### config.mk
export PLATFORM = sky130hd
export DESIGN_NAME = lpf_coeff_reload_ctrl
export DESIGN_NICKNAME = d
export VERILOG_FILES = /design/src/rtl/lpf_coeff_reload_ctrl_pkg.sv /design/src/rtl/lpf_coeff_reload_ctrl_ram.sv /design/src/rtl/lpf_coeff_reload_ctrl.sv
export SDC_FILE = /design/constraint.sdc
export NUM_CORES = 2
export LEC_CHECK = 0
export CAP_MARGIN = 30
export CORE_AREA = 4 4 431 433
export CTS_CLUSTER_SIZE = 28
export DETAILED_ROUTE_END_ITERATION = 8
export DIE_AREA = 0 0 435 437
export GPL_ROUTABILITY_DRIVEN = 0
export SLEW_MARGIN = 20
export SYNTH_ARGS = -nofsm -noshare
export SYNTH_HDL_FRONTEND = slang
export SYNTH_SLANG_ARGS = --single-unit
### constraint.sdc
create_clock -name clk -period 2.8 [get_ports clk]
set_input_delay 0.42 -clock clk [delete_from_list [all_inputs] [get_ports clk]]
set_output_delay 0.42 -clock clk [all_outputs]
set_load 0.01 [all_outputs]
### src/rtl/lpf_coeff_reload_ctrl_pkg.sv
// lpf_coeff_reload_ctrl_pkg: shared FSM encoding and sizing helper for the coefficient reload controller
package lpf_coeff_reload_ctrl_pkg;
  typedef enum logic [1:0] {IDLE = 2'd0, DRAIN = 2'd1, RELOAD = 2'd2, FLUSH = 2'd3} state_t;
  // Symmetric FIRs only need the first half of the taps (odd counts include the centre tap).
  function automatic int nsend(input int num_coeffs, input bit symmetric);
    return symmetric ? (num_coeffs + 1) / 2 : num_coeffs;
  endfunction
endpackage

### src/rtl/lpf_coeff_reload_ctrl_ram.sv
// lpf_coeff_ram: simple dual-port coefficient store, one write port and one registered read port
module lpf_coeff_ram #(
  parameter int CW = 16,
  parameter int DEPTH = 128,
  parameter int AW = 7
) (
  input  logic          clk,
  input  logic          rst,
  input  logic          we,
  input  logic [AW-1:0] waddr,
  input  logic [CW-1:0] wdata,
  input  logic          re,
  input  logic [AW-1:0] raddr,
  output logic [CW-1:0] rdata
);
  logic [CW-1:0] mem [DEPTH];
  always_ff @(posedge clk) if (we) mem[waddr] <= wdata;
  // Only the read register is reset; stored coefficients survive reset and clear.
  always_ff @(posedge clk) rdata <= rst ? '0 : re ? mem[raddr] : rdata;
endmodule

### src/rtl/lpf_coeff_reload_ctrl.sv
// lpf_coeff_reload_ctrl: gates the IQ chain, waits for drain, streams RAM coefficients to the FIR reload port, then clears the chain
module lpf_coeff_reload_ctrl
  import lpf_coeff_reload_ctrl_pkg::*;
#(
  parameter int COEFF_WIDTH = 16,
  parameter int NUM_COEFFS = 128,
  parameter bit SYMMETRIC_COEFFS = 1'b1,
  parameter int DRAIN_CYCLES = 16,
  localparam int AW = $clog2(NUM_COEFFS),
  localparam int CW = COEFF_WIDTH
) (
  input  logic          clk,
  input  logic          reset,
  input  logic          clear,
  input  logic          wr_stb,
  input  logic [AW-1:0] wr_addr,
  input  logic [CW-1:0] wr_data,
  input  logic          commit,
  input  logic          dp_busy,
  output logic          in_gate,
  output logic          dp_clear,
  output logic [CW-1:0] coeff_out,
  output logic          reload_tvalid,
  output logic          reload_tlast,
  output logic          busy,
  output logic          done,
  output logic          wr_err
);
  localparam int NSEND = nsend(NUM_COEFFS, SYMMETRIC_COEFFS);
  localparam int DW = $clog2(DRAIN_CYCLES + 1);
  localparam logic [AW-1:0] LAST_BEAT = AW'(NSEND - 1);
  localparam logic [DW-1:0] DRAIN_LAST = DW'(DRAIN_CYCLES - 1);
  localparam logic [AW:0] DEPTH = (AW + 1)'(NUM_COEFFS);
  state_t state, state_next;
  logic [DW-1:0] drain_cnt;
  logic [AW-1:0] beat;
  logic pending, rd_en, wr_ok, rst;
  assign rst = reset | clear;
  always_ff @(posedge clk) state <= rst ? IDLE : state_next;
  // RELOAD ends on the cycle the final beat is presented, one cycle after its read was issued.
  always_comb begin
    state_next = (state == IDLE)   ? ((commit || pending) ? DRAIN : IDLE)
               : (state == DRAIN)  ? ((!dp_busy && drain_cnt == DRAIN_LAST) ? RELOAD : DRAIN)
               : (state == RELOAD) ? (reload_tlast ? FLUSH : RELOAD)
               :                     ((commit || pending) ? DRAIN : IDLE);
  end
  always_comb begin
    busy = state != IDLE;
    dp_clear = state == FLUSH;
    done = state == FLUSH;
    rd_en = state == RELOAD && !reload_tlast;
    wr_ok = wr_stb && state != RELOAD && {1'b0, wr_addr} < DEPTH;
  end
  always_ff @(posedge clk) begin
    if (rst) begin
      drain_cnt <= '0;
      beat <= '0;
      pending <= 1'b0;
      in_gate <= 1'b0;
      reload_tvalid <= 1'b0;
      reload_tlast <= 1'b0;
      wr_err <= 1'b0;
    end else begin
      drain_cnt <= (state == DRAIN && !dp_busy) ? drain_cnt + 1'b1 : '0;
      beat <= (!rd_en || beat == LAST_BEAT) ? '0 : beat + 1'b1;
      pending <= (state == DRAIN || state == RELOAD) && (pending || commit);
      in_gate <= state != IDLE || state_next != IDLE;
      reload_tvalid <= rd_en;
      reload_tlast <= rd_en && beat == LAST_BEAT;
      wr_err <= wr_stb && !wr_ok;
    end
  end
  lpf_coeff_ram #(.CW(CW), .DEPTH(NUM_COEFFS), .AW(AW)) ram (
    .clk(clk),
    .rst(rst),
    .we(wr_ok),
    .waddr(wr_addr),
    .wdata(wr_data),
    .re(rd_en),
    .raddr(beat),
    .rdata(coeff_out)
  );
endmodule

## Yosys cells after proc, flatten, opt, wreduce, memory -nomap -nowiden

Memories as Yosys holds them, arrays and structs flattened. A register that Yosys moved wholly into a read port is not among the register bits.
Index checks and enable logic that the tools add are counted.

| operators by class | value |
|---|---|
| bitwise logic cells | 2 |
| equality and inequality tests | 6 |
| mux-type cells | 8 |
| add/sub/neg operators | 2 |
| reductions and logical operators | 20 |

Operators by type and width:

| kind | count |
|---|---|
| 2-bit two-way mux | 4 |
| 7-bit by 1-bit adder with 7-bit output (second input constant) | 1 |
| 7-bit by 6-bit == test with 1-bit output (second input constant) | 1 |
| 1-bit logical AND | 7 |
| 5-bit by 1-bit adder with 5-bit output (second input constant) | 1 |
| 5-bit by 4-bit == test with 1-bit output (second input constant) | 1 |
| 2-bit == test (second input constant) | 2 |
| 1-bit logical NOT | 4 |
| 1-bit logical OR | 4 |
| 1-bit two-way mux | 4 |
| 2-bit nonzero test | 2 |
| 2-bit OR reduction | 2 |
| 2-bit by 1-bit == test with 1-bit output (second input constant) | 1 |
| 2-bit logical NOT | 1 |
| 2-bit != test (second input constant) | 1 |
| 1-bit inverter | 1 |
| 1-bit bitwise OR | 1 |

| word-level totals | value |
|---|---|
| memory bits (writable) | 2048 |
| input port bits | 29 |
| logic and storage cells | 47 |
| memories kept | 1 |
| bits in registers | 19 |

Memories:

| memory | depth | width | rd ports | clocked after Yosys merged registers in | wr ports | RTL line | source |
|---|---|---|---|---|---|---|---|
| ram.mem | 128 | 16 | 1 | 1 | 1 | lpf_coeff_reload_ctrl_ram.sv:16 | `logic [CW-1:0] mem [DEPTH];` |

## Depth between registers and ports, before layout

| depth | value |
|---|---|
| depth after elaboration | 7 |
| mapped depth | 12 |

## By module

A second synthesis with hierarchy kept.

| second synthesis, totals | value |
|---|---|
| cell total of the unflattened synthesis | 3656 |
| area total of the unflattened synthesis | 80360.8 sq um |

Modules (own cells, without submodules):

| module | sequential area each (sq um) | cells an instance | times used | area an instance (sq um) |
|---|---|---|---|---|
| lpf_coeff_ram | 61819.3 | 3575 | 1 | 79578.8 |
| lpf_coeff_reload_ctrl | 380.4 | 81 | 1 | 782.0 |

## Least setup slack after synthesis

Ideal clock, no wire load.

| path | value |
|---|---|
| path kind | reg2reg |
| start | register state[0] |
| end | memory ram.mem[110][0] (enable) |
| cell stages (with the launch flop) | 8 |
| clock period less this slack | 2.572 ns |
| library setup time | 0.388 ns |
| required time | 2.412 ns |
| setup slack | 0.228 ns |
| arrival time | 2.184 ns |
| cells stage by stage | dfxtp_1 -> inv_1 -> ha_1 -> nor2b_1 -> nor2b_1 -> nand3_1 -> clkbuf_1 -> nor2_1 |

| between the ends | value |
|---|---|
| word-level cells in the longest chain between the ends | 4 |

Ends and longest elaborated chain:

| what | RTL line | source |
|---|---|---|
| from (decl) | lpf_coeff_reload_ctrl.sv:34 | `state_t state, state_next;` |
| from (signal assigned) | lpf_coeff_reload_ctrl.sv:39 | `always_ff @(posedge clk) state <= rst ? IDLE : state_next;` |
| 2-bit != test | lpf_coeff_reload_ctrl.sv:52 | `wr_ok = wr_stb && state != RELOAD && {1'b0, wr_addr} < DEPTH;` |
| 1-bit logical AND | lpf_coeff_reload_ctrl.sv:52 |  |
| 1-bit two-way mux | lpf_coeff_reload_ctrl_ram.sv:17 | `always_ff @(posedge clk) if (we) mem[waddr] <= wdata;` |
| 1-bit two-way mux (implied by the code) | lpf_coeff_reload_ctrl_ram.sv:17 |  |
| to (decl) | lpf_coeff_reload_ctrl_ram.sv:16 |  |

No other way between the ends.

==> results.tsv <==
stage	metric	value	unit
global_route	grt_pass1_vias	40300	
floorplan	rows	157	
global_route	antenna_found_initial	1	
timing	fin_crit_sh	101	%
pwr	p_leak	29.2	nW
worst_setup_path	worstPathCellList	buf_12 -> buf_12 -> bufbuf_16 -> buf_12 -> buf_8 -> mux4_2 -> a22oi_1 -> a21oi_1 -> a211oi_1 -> o31ai_1	
synth	synth_seq_cells	2083	
timing	slew_headroom	30.0	%
synth	synth_area_leaders	edfxtp_1 (77%), mux4_2 (13%), mux2i_1 (3.0%)	
clock_network	clk_latency	0.84	ns
clock_network	clk_path_buf_depth	3	
timing	tns	-0.0299	ns
synth	yosysSeqAreaShare	78.0	%
worst_setup_path	required	3.50	ns
synth	yosysWarnings	0	
status	violations	setup timing	
worst_setup_path	crit_type	flop to flop	
floorplan	die_y	437	microns
route	vias	40400	
route	wl_per_cell	31.3	microns
global_route	overflow	0	
pwr	p_per_area	646	nW/um^2
timing	worst_slew_pin_slew	1.05	ns
route	met1Wirelength	87900	microns
timing	max_freq	0.353	GHz
worst_hold_path	min-delay-path-class	input pin to flop	
synth	synth_area_leader_cell	edfxtp_1	
worst_setup_path	end_kind	flop	
worst_setup_path	worst_path_most_repeated_cell	buf_12	
route	ant_nets	0	
worst_setup_path	cp-start-kind	flop	
floorplan	core	182000	sq um
synth	synth-edff-count	2048	
placement	port-buffer-count	51	
synth	synth_cell_types	53	
worst_setup_path	r2r_end	ram.rdata[3]	
cells_and_area	syn_to_final_growth	20.1	%
synth	synthArstFlopShare	0	%
clock_network	cts_made_buffers	205	
route	highest_layer	met4	
route	avgViaCountPerCell	5.93	
synth	syn-num-nets	3711	
worst_setup_path	timing.rr.start	beat[0]	
worst_hold_path	min_from	wr_data[2]	
global_route	grt_pass1_wl	304000	microns
worst_setup_path	cp_slowest_cell	mux4_2	
worst_setup_path	r2r_cells	10	
clock_network	htree_levels	4	
timing	finalHoldViolations	0	
floorplan	start_util	43.8	%
cells_and_area	stdcell_count	6817	
route	routed_wirelength	214000	microns
clock_network	cts.sinks	2083	
placement	dpl.hpwl	135000	microns
worst_setup_path	path_max_fanout	6	
synth	ys.flop_type	edfxtp_1	
route	route.detailed.drc	0	
route	drtPass1Iterations	5	
clock_network	cts_tree	yes	
timing	clock_skew	0.0454	ns
timing	rsz0062_at_grt	yes	
synth	netlist_instances	3675	
route	met2_length	101000	microns
worst_setup_path	cp_top_family	compound AO/OA/AOI/OAI gates	
worst_setup_path	max_stage_delay	0.52	ns
timing	drv_slew	0	
worst_setup_path	worst-path-buf-inv	5	
flow_run	cap_violations	0	
floorplan	die_x	435	microns
cells_and_area	drive_above_1_share	31.0	%
worst_hold_path	hold_path_end	ram.mem[41][2]	
synth	synthTopCellsByCount	edfxtp_1 (2048), mux4_2 (452), mux2i_1 (238)	
global_route	grtUsageTotal	22.4	%
timing	hold_ws	0.0580	ns
floorplan	die_area	190000	sq um
cells_and_area	final_net_count	4294	
status	status	complete, but fails checks	
clock_network	cts_root_buffer	clkbuf_16	
synth	synth.most_common_cell	edfxtp_1	
route	wl_met3	16700	microns
timing	setup_viol	1	
synth	synth_top_area_share	77.1	%
worst_hold_path	whs_path_depth	1	
placement	pre_cts_slack	-0.630	ns
worst_setup_path	critPathArrivalTime	3.53	ns
pwr	ir_drop	0.000544	V
synth	avgSynthCellArea	21.7	sq um
clock_network	clk_pin_slew	0.06	ns
route	drt_iter0_markers	4506	
global_route	grt_max_degree	129	
timing	worst_slack	-0.0299	ns
worst_setup_path	r2r_slack	-0.03	ns
timing	final.min_clock_period	2.83	ns
placement	dp.cells	6397	
floorplan	ios	52	
synth	synth_area	79700	sq um
[per-layer routing]
layer	vias up	GRT usage, %
met3	309	3.92
met1	21700	31.9
met5	-	0
li1	16700	-
met4	0	7.72
met2	1753	35.1
[power by group]
part	internal, mW	leakage (nW)	switching (mW)
clock	15.0	3.16	11.6
sequential	34.3	18.7	0.0262
combinational	0.195	7.38	0.737
total	49.5	29.2	12.4
[registers in the layout (all words and copies together) (netlist names)]
signal	cells
wr_err	1
state	2
pending	1
reload_tlast	1
reload_tvalid	1
beat	7
in_gate	1
drain_cnt	5
ram.mem	2048
ram.rdata	16
[layout by cell type, fill, tap and decap left out, types with 46 or more instances in the layout]
cell type / instances
clkbuf_16: 208
clkbuf_1: 57
buf_12: 160
mux4_2: 452
edfxtp_1: 2048
a21oi_1: 54
clkinv_1: 46
mux2i_1: 228
buf_4: 334
a22oi_1: 90
nor2_1: 147
nand2_1: 71
[worst max path at each step]
stage	startpoint	end	slack, ns	cells after the start
after floorplan	state[0]	ram.mem[110][0]	0.23	7
after global placement	beat[0]	ram.rdata[11]	-0.70	8
after detailed placement	beat[0]	ram.rdata[11]	-0.63	8
after CTS	beat[0]	ram.rdata[10]	-0.04	11
after global routing	beat[0]	ram.rdata[3]	-0.03	10
final	beat[0]	ram.rdata[3]	-0.03	10
[kinds of logic (layout without fill, tap and decap cells)]
logic type / after synthesis / after routing / synth area share [%]
simple gates: 335 / 335 / 1.84
flops: 2083 / 2083 / 78.0
fa+ha+maj: 7 / 7 / 0.110
other cells: 0 / 1 / 0
mux: 695 / 695 / 15.8
xor+xnor: 6 / 6 / 0.0659
buf+inv: 211 / 967 / 1.24
compound gates: 338 / 338 / 2.92
[through the flow]
stage | util, % | power (mW) | instance area [sq um]
after global placement | 48.3 | 35.9 | 88000
after detailed placement | 48.3 | 36.0 | 88000
after CTS | 52.4 | 62.4 | 95400
after global routing | 52.6 | 63.8 | 95800
after floorplan | - | 35.2 | 79700
final | 52.6 | 61.9 | 95800
[repair_timing]
action | in CTS | in global routing
gates resized for setup | 97 | 64
cloned | 7 | 3
buffers inserted | 16 | 12
hold buffers | 4 | 0
pin swaps | 8 | 20
setup endpoints to repair | 16 | 16
endpoints found under the hold margin | 29 | 0
[worst reg2reg max path, stage by stage, from the launching register on]
cell       delay, ns
dfxtp_4         0.37
buf_12          0.14
buf_12          0.13
bufbuf_16       0.27
buf_12          0.14
buf_8           0.13
mux4_2          0.52
a22oi_1         0.24
a21oi_1         0.27
a211oi_1        0.35
o31ai_1         0.13
[final cells by class]
type                            count  area, sq um
Sequential cell                  2083        62200
Fill cell                       14000        86300
Clock buffer                      267         5410
Tap cell                         2385         2980
Multi-Input combinational cell   1381        17100
Inverter                           11         41.3
Antenna cell                        1         2.50
Clock inverter                    113         1070
Timing Repair Buffer              576         7000
(Power assumes the default switching activity.)
